`src/rtl/trng_pkg.sv`:
```
// Shared types and constants for the TRNG arbiter.
//   trng_state_e : sequencer states (HOLD, WARMUP, RUN, FAIL)
//   DEF_*        : default top-level parameter values
//   FRESH_CYCLES : cycles a TRNG byte must age before it may be delivered
//   HOLD_CYCLES  : cycles the TRNG is held in reset before warm-up
package trng_pkg;

  typedef enum logic [1:0] {
    ST_HOLD   = 2'd0,
    ST_WARMUP = 2'd1,
    ST_RUN    = 2'd2,
    ST_FAIL   = 2'd3
  } trng_state_e;

  localparam int unsigned DEF_NUM_REQ       = 4;
  localparam int unsigned DEF_WARMUP_CYCLES = 64;
  localparam int unsigned DEF_REP_LIMIT     = 4;
  localparam int unsigned FRESH_CYCLES      = 8;
  localparam int unsigned HOLD_CYCLES       = 2;

  // Bits needed to hold values 0..max_val, never less than one.
  function automatic int unsigned cnt_width(input int unsigned max_val);
    return (max_val > 1) ? $clog2(max_val + 1) : 1;
  endfunction

endpackage

```
`src/rtl/rr_arbiter.sv`:
```
// Combinational round-robin selector.
//   req     : request vector
//   ptr     : highest-priority index this round
//   grant_c : one-hot winner (all zero when req is zero)
//   idx_c   : binary index of the winner
module rr_arbiter #(
  parameter int unsigned NUM_REQ = 4
) (
  input  logic [NUM_REQ-1:0]         req,
  input  logic [$clog2(NUM_REQ)-1:0] ptr,
  output logic [NUM_REQ-1:0]         grant_c,
  output logic [$clog2(NUM_REQ)-1:0] idx_c
);

  localparam int unsigned PTR_W = $clog2(NUM_REQ);

  logic [PTR_W:0] cand;
  logic           found;

  // Scan from ptr upward, wrapping mod NUM_REQ; first set bit wins.
  always_comb begin
    grant_c = '0;
    idx_c   = '0;
    found   = 1'b0;
    cand    = '0;
    for (int unsigned off = 0; off < NUM_REQ; off++) begin
      cand = {1'b0, ptr} + (PTR_W+1)'(off);
      if (cand >= (PTR_W+1)'(NUM_REQ)) cand = cand - (PTR_W+1)'(NUM_REQ);
      if (!found && req[cand[PTR_W-1:0]]) begin
        found                      = 1'b1;
        grant_c[cand[PTR_W-1:0]]   = 1'b1;
        idx_c                      = cand[PTR_W-1:0];
      end
    end
  end

endmodule

```
`src/rtl/trng_arbiter.sv`:
```
// Shares one TRNG byte stream among NUM_REQ requesters with reset/warm-up
// sequencing, a freshness gap between deliveries and a repetition health test.
//   clk, n_reset : clock, async active-low reset
//   rand_in      : byte from the TRNG
//   trng_n_reset : registered active-low reset driven to the TRNG
//   req          : level requests, held until granted
//   gnt          : one-cycle one-hot grant
//   rand_data    : delivered byte, meaningful while valid=1
//   valid        : high exactly when gnt is non-zero
//   health_fail  : sticky repetition-test failure
//   clear_fail   : pulse that restarts the source from FAIL
module trng_arbiter
  import trng_pkg::*;
#(
  parameter int unsigned NUM_REQ       = DEF_NUM_REQ,
  parameter int unsigned WARMUP_CYCLES = DEF_WARMUP_CYCLES,
  parameter int unsigned REP_LIMIT     = DEF_REP_LIMIT
) (
  input  logic               clk,
  input  logic               n_reset,
  input  logic [7:0]         rand_in,
  output logic               trng_n_reset,
  input  logic [NUM_REQ-1:0] req,
  output logic [NUM_REQ-1:0] gnt,
  output logic [7:0]         rand_data,
  output logic               valid,
  output logic               health_fail,
  input  logic               clear_fail
);

  localparam int unsigned PTR_W   = $clog2(NUM_REQ);
  localparam int unsigned HOLD_W  = cnt_width(HOLD_CYCLES - 1);
  localparam int unsigned WARM_W  = cnt_width(WARMUP_CYCLES - 1);
  localparam int unsigned FRESH_W = cnt_width(FRESH_CYCLES);
  localparam int unsigned REP_W   = cnt_width(REP_LIMIT);

  trng_state_e        state;
  logic [HOLD_W-1:0]  hold_cnt;
  logic [WARM_W-1:0]  warm_cnt;
  logic [FRESH_W-1:0] fresh_cnt;
  logic [REP_W-1:0]   rep_cnt;
  logic [PTR_W-1:0]   ptr;

  logic [NUM_REQ-1:0] win_c;
  logic [PTR_W-1:0]   win_idx_c;
  logic [PTR_W-1:0]   ptr_next_c;
  logic [REP_W-1:0]   rep_next_c;
  logic               try_grant_c;
  logic               rep_trip_c;

  rr_arbiter #(.NUM_REQ(NUM_REQ)) u_rr (
    .req     (req),
    .ptr     (ptr),
    .grant_c (win_c),
    .idx_c   (win_idx_c)
  );

  assign try_grant_c = (state == ST_RUN) && (fresh_cnt == FRESH_W'(FRESH_CYCLES)) && (|req);
  assign ptr_next_c  = (win_idx_c == PTR_W'(NUM_REQ - 1)) ? '0 : win_idx_c + PTR_W'(1);

  // Repetition count the candidate byte would produce; rep_cnt=0 means no
  // byte delivered since RUN entry, and rand_data holds the last delivery.
  always_comb begin
    rep_next_c = REP_W'(1);
    if ((rep_cnt != '0) && (rand_in == rand_data)) rep_next_c = rep_cnt + REP_W'(1);
  end
  assign rep_trip_c = (rep_next_c == REP_W'(REP_LIMIT));

  // Sequencer, grant issue and health test.
  always_ff @(posedge clk or negedge n_reset) begin
    if (!n_reset) begin
      state        <= ST_HOLD;
      trng_n_reset <= 1'b0;
      gnt          <= '0;
      valid        <= 1'b0;
      rand_data    <= 8'h00;
      health_fail  <= 1'b0;
      ptr          <= '0;
      hold_cnt     <= '0;
      warm_cnt     <= '0;
      fresh_cnt    <= '0;
      rep_cnt      <= '0;
    end else begin
      gnt   <= '0;
      valid <= 1'b0;
      case (state)
        ST_HOLD: begin
          trng_n_reset <= 1'b0;
          if (hold_cnt == HOLD_W'(HOLD_CYCLES - 1)) begin
            hold_cnt     <= '0;
            warm_cnt     <= '0;
            trng_n_reset <= 1'b1;
            state        <= ST_WARMUP;
          end else begin
            hold_cnt <= hold_cnt + HOLD_W'(1);
          end
        end

        ST_WARMUP: begin
          if (warm_cnt == WARM_W'(WARMUP_CYCLES - 1)) begin
            fresh_cnt <= '0;
            rep_cnt   <= '0;
            state     <= ST_RUN;
          end else begin
            warm_cnt <= warm_cnt + WARM_W'(1);
          end
        end

        ST_RUN: begin
          if (try_grant_c) begin
            if (rep_trip_c) begin
              health_fail  <= 1'b1;
              trng_n_reset <= 1'b0;
              state        <= ST_FAIL;
            end else begin
              gnt       <= win_c;
              valid     <= 1'b1;
              rand_data <= rand_in;
              rep_cnt   <= rep_next_c;
              ptr       <= ptr_next_c;
              // Counter clears on the sampling edge and the grant cycle is
              // the first aging cycle, so grants land exactly 8 cycles apart.
              fresh_cnt <= FRESH_W'(1);
            end
          end else if (fresh_cnt != FRESH_W'(FRESH_CYCLES)) begin
            fresh_cnt <= fresh_cnt + FRESH_W'(1);
          end
        end

        ST_FAIL: begin
          trng_n_reset <= 1'b0;
          if (clear_fail) begin
            health_fail <= 1'b0;
            hold_cnt    <= '0;
            state       <= ST_HOLD;
          end
        end

        default: state <= ST_HOLD;
      endcase
    end
  end

endmodule
```
`config.mk`:
```
export PLATFORM = sky130hd
export DESIGN_NAME = trng_arbiter
export DESIGN_NICKNAME = d
export VERILOG_FILES = /design/src/rtl/trng_pkg.sv /design/src/rtl/rr_arbiter.sv /design/src/rtl/trng_arbiter.sv
export SDC_FILE = /design/constraint.sdc
export NUM_CORES = 1
export LEC_CHECK = 0
export ABC_AREA = 1
export CAP_MARGIN = 15
export CORE_MARGIN = 2
export CORE_UTILIZATION = 50
export DETAILED_ROUTE_END_ITERATION = 10
export GPL_ROUTABILITY_DRIVEN = 0
export GPL_TIMING_DRIVEN = 0
export PLACE_DENSITY = 0.84
export SYNTH_ARGS = -nofsm -noshare
export SYNTH_HDL_FRONTEND = slang
export SYNTH_SLANG_ARGS = --single-unit
```
`constraint.sdc`:
```
create_clock -name clk -period 2 [get_ports clk]
set_input_delay 0.2 -clock clk [delete_from_list [all_inputs] [get_ports clk]]
set_output_delay 0.2 -clock clk [all_outputs]
set_load 0.005 [all_outputs]
```
### After elaboration in Yosys (flattened, before gate mapping)

Cells that the tools add are included.

* add/sub/neg operators: 12
* $lt $le $gt $ge: 12
* equal/unequal tests: 18
* multiplexer cells: 67
* bitwise gates (word level): 4
* reductions and logical operators: 29

Operators with widths (number)
* 4-bit two-way mux: 11
* 2-bit two-way mux: 14
* 1-bit two-way mux: 21
* 2-bit inequality test (second input constant): 7
* 2-bit by 3-bit less-than comparator with 1-bit output (second input constant): 4
* 3-bit two-way mux: 4
* 6-bit two-way mux: 2
* 4-bit bitwise OR: 3
* 6-bit case mux with 2 select lines: 1
* 4-bit AND reduction: 3
* 1-bit logical AND: 10
* 3-bit >= comparator (second input constant): 3
* 3-bit AND reduction: 3
* 1-bit binary-select mux with 2-bit select: 4
* 1-bit demux with 2-bit select: 4
* 8-bit equality test: 1
* 2-bit by 1-bit >= comparator with 1-bit output (second input constant): 4
* 2-bit case mux with 4 select lines: 1
* 4-bit case mux with 2 select lines: 1
* 2-bit nonzero test: 4
* 2-bit by 1-bit subtractor with 2-bit output (second input constant): 4
* 2-bit by 2-bit adder with 3-bit output (second input constant): 2
* 6-bit by 1-bit adder with 6-bit output (second input constant): 1
* 2-bit equality test (second input constant): 3
* other kinds (23): 27

* flip-flop bits (word level): 33
* bits of input ports: 15
* output and inout bits: 15

### Depth between registers and ports, before layout

* depth after elaboration: 17
* depth in mapped cells: 13

### By module

Synthesis repeated with hierarchy kept, for this count alone.

* cell total of the unflattened synthesis: 304
* area total of the unflattened synthesis: 2321.0 sq um

Modules (own cells, without submodules)
* trng_arbiter: instances 1, cells each 231, area an instance 1881.8 sq um, sequential area each 825.8 sq um
* rr_arbiter: instances 1, cells each 73, area an instance 439.2 sq um, sequential area each 0.0 sq um

### Worst setup path after synthesis

No wires, ideal clock.

* path kind: reg2reg
* from: reg ptr[1]
* to: reg ptr[1]
* setup time: 0.118 ns
* arrival: 1.813 ns
* required time: 1.882 ns
* slack: 0.070 ns
* stages on the path, launching flop included: 14
* period minus slack after synthesis: 1.930 ns
* path through: dfrtp_1 inv_1 ha_1 inv_1 nand3_2 nand2_2 nor2_4 nand2_1 nand2_1 nand2_1 nand2_1 nand2_1 nand3_1 nand2_1

* word-level cells in the longest chain between the ends: 16

RTL lines
* start, declared: RTL line trng_arbiter.sv:42 `logic [PTR_W-1:0] ptr;`
* start signal, assigned: RTL line trng_arbiter.sv:120 `ptr <= ptr_next_c;`
* parallel branches: the longest is 13 deep, another holds 2-bit by 1-bit adder with 3-bit output
* 2-bit two-way mux *: RTL line rr_arbiter.sv:29 `if (!found && req[cand[PTR_W-1:0]]) begin`
* 2-bit by 1-bit adder with 2-bit output or 2-bit equality test (tied branches): RTL line trng_arbiter.sv:59 `assign ptr_next_c = (win_idx_c == PTR_W'(NUM_REQ - 1)) ? '0 : win_idx_c + PTR_W'(1);`
* 2-bit two-way mux *: RTL line trng_arbiter.sv:59

Every way passes the cells marked *. The select of a mux whose other input is x is not followed.
A chain may end at the register's enable or synchronous reset.

### Worst setup path after layout

Same ends and word-level chain as after synthesis.

==> impl_results.md <==
* Outcome: complete, no violations
* Sw frac at a little over two fifths
* Psw at 1.56 mW
* P per Cell Area at roughly 1300 nW/µm²
* Min Clock Period, post-route at 1910 ps
* Finished Core Util at between 60% and 70%
* CP Launch Type: flip-flop
* Max frequency at ~520 MHz
* Total gr overflow at 0
* Post-synth top area cell: dfrtp_1
* Comb pwr share at between 50 and 60%
* Leak Pwr at about 1.4 nW
* Fin worst setup slack at between 90 and 100 ps
* Drt first pass iters at 4
* Required @ worst endpoint at 2170 ps
* Multi-input logic area at about 1300 µm²
* Post-Place Cells at 385
* Commonest non-fill, non-tap cells in the layout: nand2_1, inv_1, dfrtp_1, clkdlybuf4s50_1, nor2_1
* CP max FO at 6
* IO Port Bufs at 29
* Layout cell share with drive strength beyond 1 at roughly 16%
* Antenna cells at 0
* Worst Max-Slew Pin Slew at around 740 ps
* FILL cells at between 300 and 400
* I/O Pins at 30
* Via/cell ratio at around 5.3
* Num rows at 24
* Vias at around 2.2k
* Crit Path Class: flip-flop to flip-flop
* Max Cap Viol at 0
* CP Capture Type: flip-flop
* Post-Synthesis Cell Area at 2250 µm²
* Initial antenna violation count at 0
* Antenna Violating Nets Remaining at 0
* CTS tree: built
* Final worst-path cycle share at between 90% and 100%
* Final wirelength at approximately 5100 µm
* Register bit total from synthesis at 33
* YS warnings at 0
* Average size of a mapped cell at between 7 and 8 µm²
* Syn-to-layout area delta at 28.9%
* GRT Total Usage at about a fifth
* Clk pwr share at roughly 18%
* Setup Viol. Count Final at 0
* Post-DP HPWL at 3490 µm
* Pint at around 2.1 mW
* Pre-CTS setup slack at -180 ps
* CTS root buf: clkbuf_8
* Ys flop type: dfrtp_1
* Initial DRC count at 174
* Grt met2 use at between 30% and 40%
* Met1 usage at between 20% and 30%
* Die H at around 71 µm
* Total die area at 5040 µm²
* Post-synthesis sequential area ratio at between 30% and 40%
* Total Power at about 3.7 mW
* TritonCTS Buffers at 5
* Most Crowded Layer GR: met2
* Mapped Nets at ~340
* Met3 GRT Util at under 10%
* Final net count at between 300 and 400
* Fin cells at 408
* Most common cell after layout, fill and taps aside: nand2_1
* Pin count of the biggest net entering global routing at 34
* Async SR Flop Fraction at between 90% and 100%
* Slew Limit Fails at 0
* Avg WL per Cell at roughly 13 µm
* Number of synthesized flops with an enable pin at 0
* Flop pwr share at a little over a quarter
* Core Area at 4350 µm²
* First-pass GRT wire length at between 8000 and 9000 µm
* Worst skew pair latency at about 290 ps
* Num Clock Sinks at 33
* CTS clk-pin slew, worst paths at approximately 60 ps
* Slew HR at between 50% and 60%
* Mapped Cells at ~300
* Number of global-route vias before repair at roughly 2k
* Synth unique cells at 28
* Worst min-delay path class: flip-flop to flip-flop
* Bufs on Longest Clock Path at 2
* Die width at a little over 70 µm
* DRC viols at 0
* Register area at 830 µm²
* Initial core utilization at 51.6%
* Final Hold Vio Count at 0
* Arrival time worst endpoint at 2080 ps
* Clk_skew at between 9 and 10 ps
* Largest cells by area after synthesis: dfrtp_1, nand2_1, ha_1
* WHS at between 400 and 500 ps
* VDD IR max at about 560 µV
* Top-area cell type share of the netlist area at between 30 and 40%
* H-tree levels at 2
[power by group through the flow]
stage               clock [mW]  sequential [mW]  combinational [mW]
floorplan                    0            0.999                1.25
global placement             0             1.02                1.63
detailed placement           0             1.03                1.70
CTS                      0.660             1.02                1.76
global route             0.687             1.04                2.28
finish                   0.654             1.02                2.04
[synth_stat cells (4+ instances only)]
| library cell | count |
|---|---|
| ha_1 | 18 |
| o21ai_1 | 5 |
| a22oi_1 | 4 |
| nand3_1 | 21 |
| a21oi_1 | 7 |
| nand2_1 | 88 |
| xnor2_1 | 6 |
| inv_1 | 41 |
| dfrtp_1 | 33 |
| o21ai_0 | 19 |
| nand2_2 | 6 |
| nor2_1 | 27 |
| nand4_1 | 5 |
[registers in the layout (all words and copies together) (netlist names)]
| name | cells |
|---|---|
| valid | 1 |
| ptr | 2 |
| state | 2 |
| warm_cnt | 6 |
| trng_n_reset | 1 |
| rep_cnt | 3 |
| gnt | 4 |
| hold_cnt | 1 |
| health_fail | 1 |
| rand_data | 8 |
| fresh_cnt | 4 |
[layer usage]
metal	wire length, µm	share of wire [%]	vias up
li1	-	-	1071
met1	2240	44	1012
met2	2590	50	65
met3	222	4.3	10
met4	78	1.5	0
met5	0	0	-
[path summary, 6_finish.rpt]
| path | startpoint | endpoint | cells after the start | slack [ps] |
|---|---|---|---|---|
| max reg2reg | ptr[1]$_DFFE_PN0P_ | ptr[1]$_DFFE_PN0P_ | 13 | 90 |
| min | fresh_cnt[3]$_DFFE_PN0P_ | fresh_cnt[3]$_DFFE_PN0P_ | 2 | 490 |
| max in group asynchronous | n_reset | ptr[0]$_DFFE_PN0P_ | 2 | 970 |
| max | ptr[1]$_DFFE_PN0P_ | ptr[1]$_DFFE_PN0P_ | 13 | 90 |
| min reg2reg | fresh_cnt[3]$_DFFE_PN0P_ | fresh_cnt[3]$_DFFE_PN0P_ | 2 | 490 |
| min in group asynchronous | n_reset | trng_n_reset$_DFFE_PN0P_ | 2 | 500 |
[cell families after synthesis]
kind of cell	count (synthesis)	synth area share [%]
adders and majority gates	18	10.0
and+or+nand+nor	165	33.6
AOI/OAI and AO/OA	38	9.75
xor gates and xnor gates	6	2.34
buffers and inverters	44	7.47
DFF	33	36.8
[layout make-up]
class | count | share of cell area (%)
multi-input combinational | 227 | 45.2
timing repair buffer | 44 | 13.8
clock inverter | 1 | 1.04
inverter | 42 | 5.66
tap | 52 | 2.25
buffer | 2 | 0.432
sequential | 33 | 28.7
clock buffer | 7 | 2.98
[stage by stage]
step / setup TNS, ps / instance area (µm²)
floorplan: 0 / 2250
global placement: -294 / 2600
detailed placement: -586 / 2600
CTS: -7.71 / 2740
global route: -111 / 2900
finish: 0 / 2900
[worst max-delay path, stage by stage (launching register included)]
cell	delay (ps)
dfrtp_2	440
clkinvlp_4	150
ha_4	310
inv_1	60
nand3_2	100
nand2_2	100
nor2_4	130
nand2_1	60
nand2_1	80
nand2_1	70
nand2_1	90
nand2_1	60
nand3_1	80
nand2_1	60
[repair_timing]
action / in CTS / in global routing
pin swaps: 0 / 4
hold buffers: 1 / 0
hold endpoints to repair: 8 / 0
resized for setup: 4 / 18
buffers inserted: 0 / 14
setup endpoints to repair: 12 / 28
(Power assumes the default switching activity.)
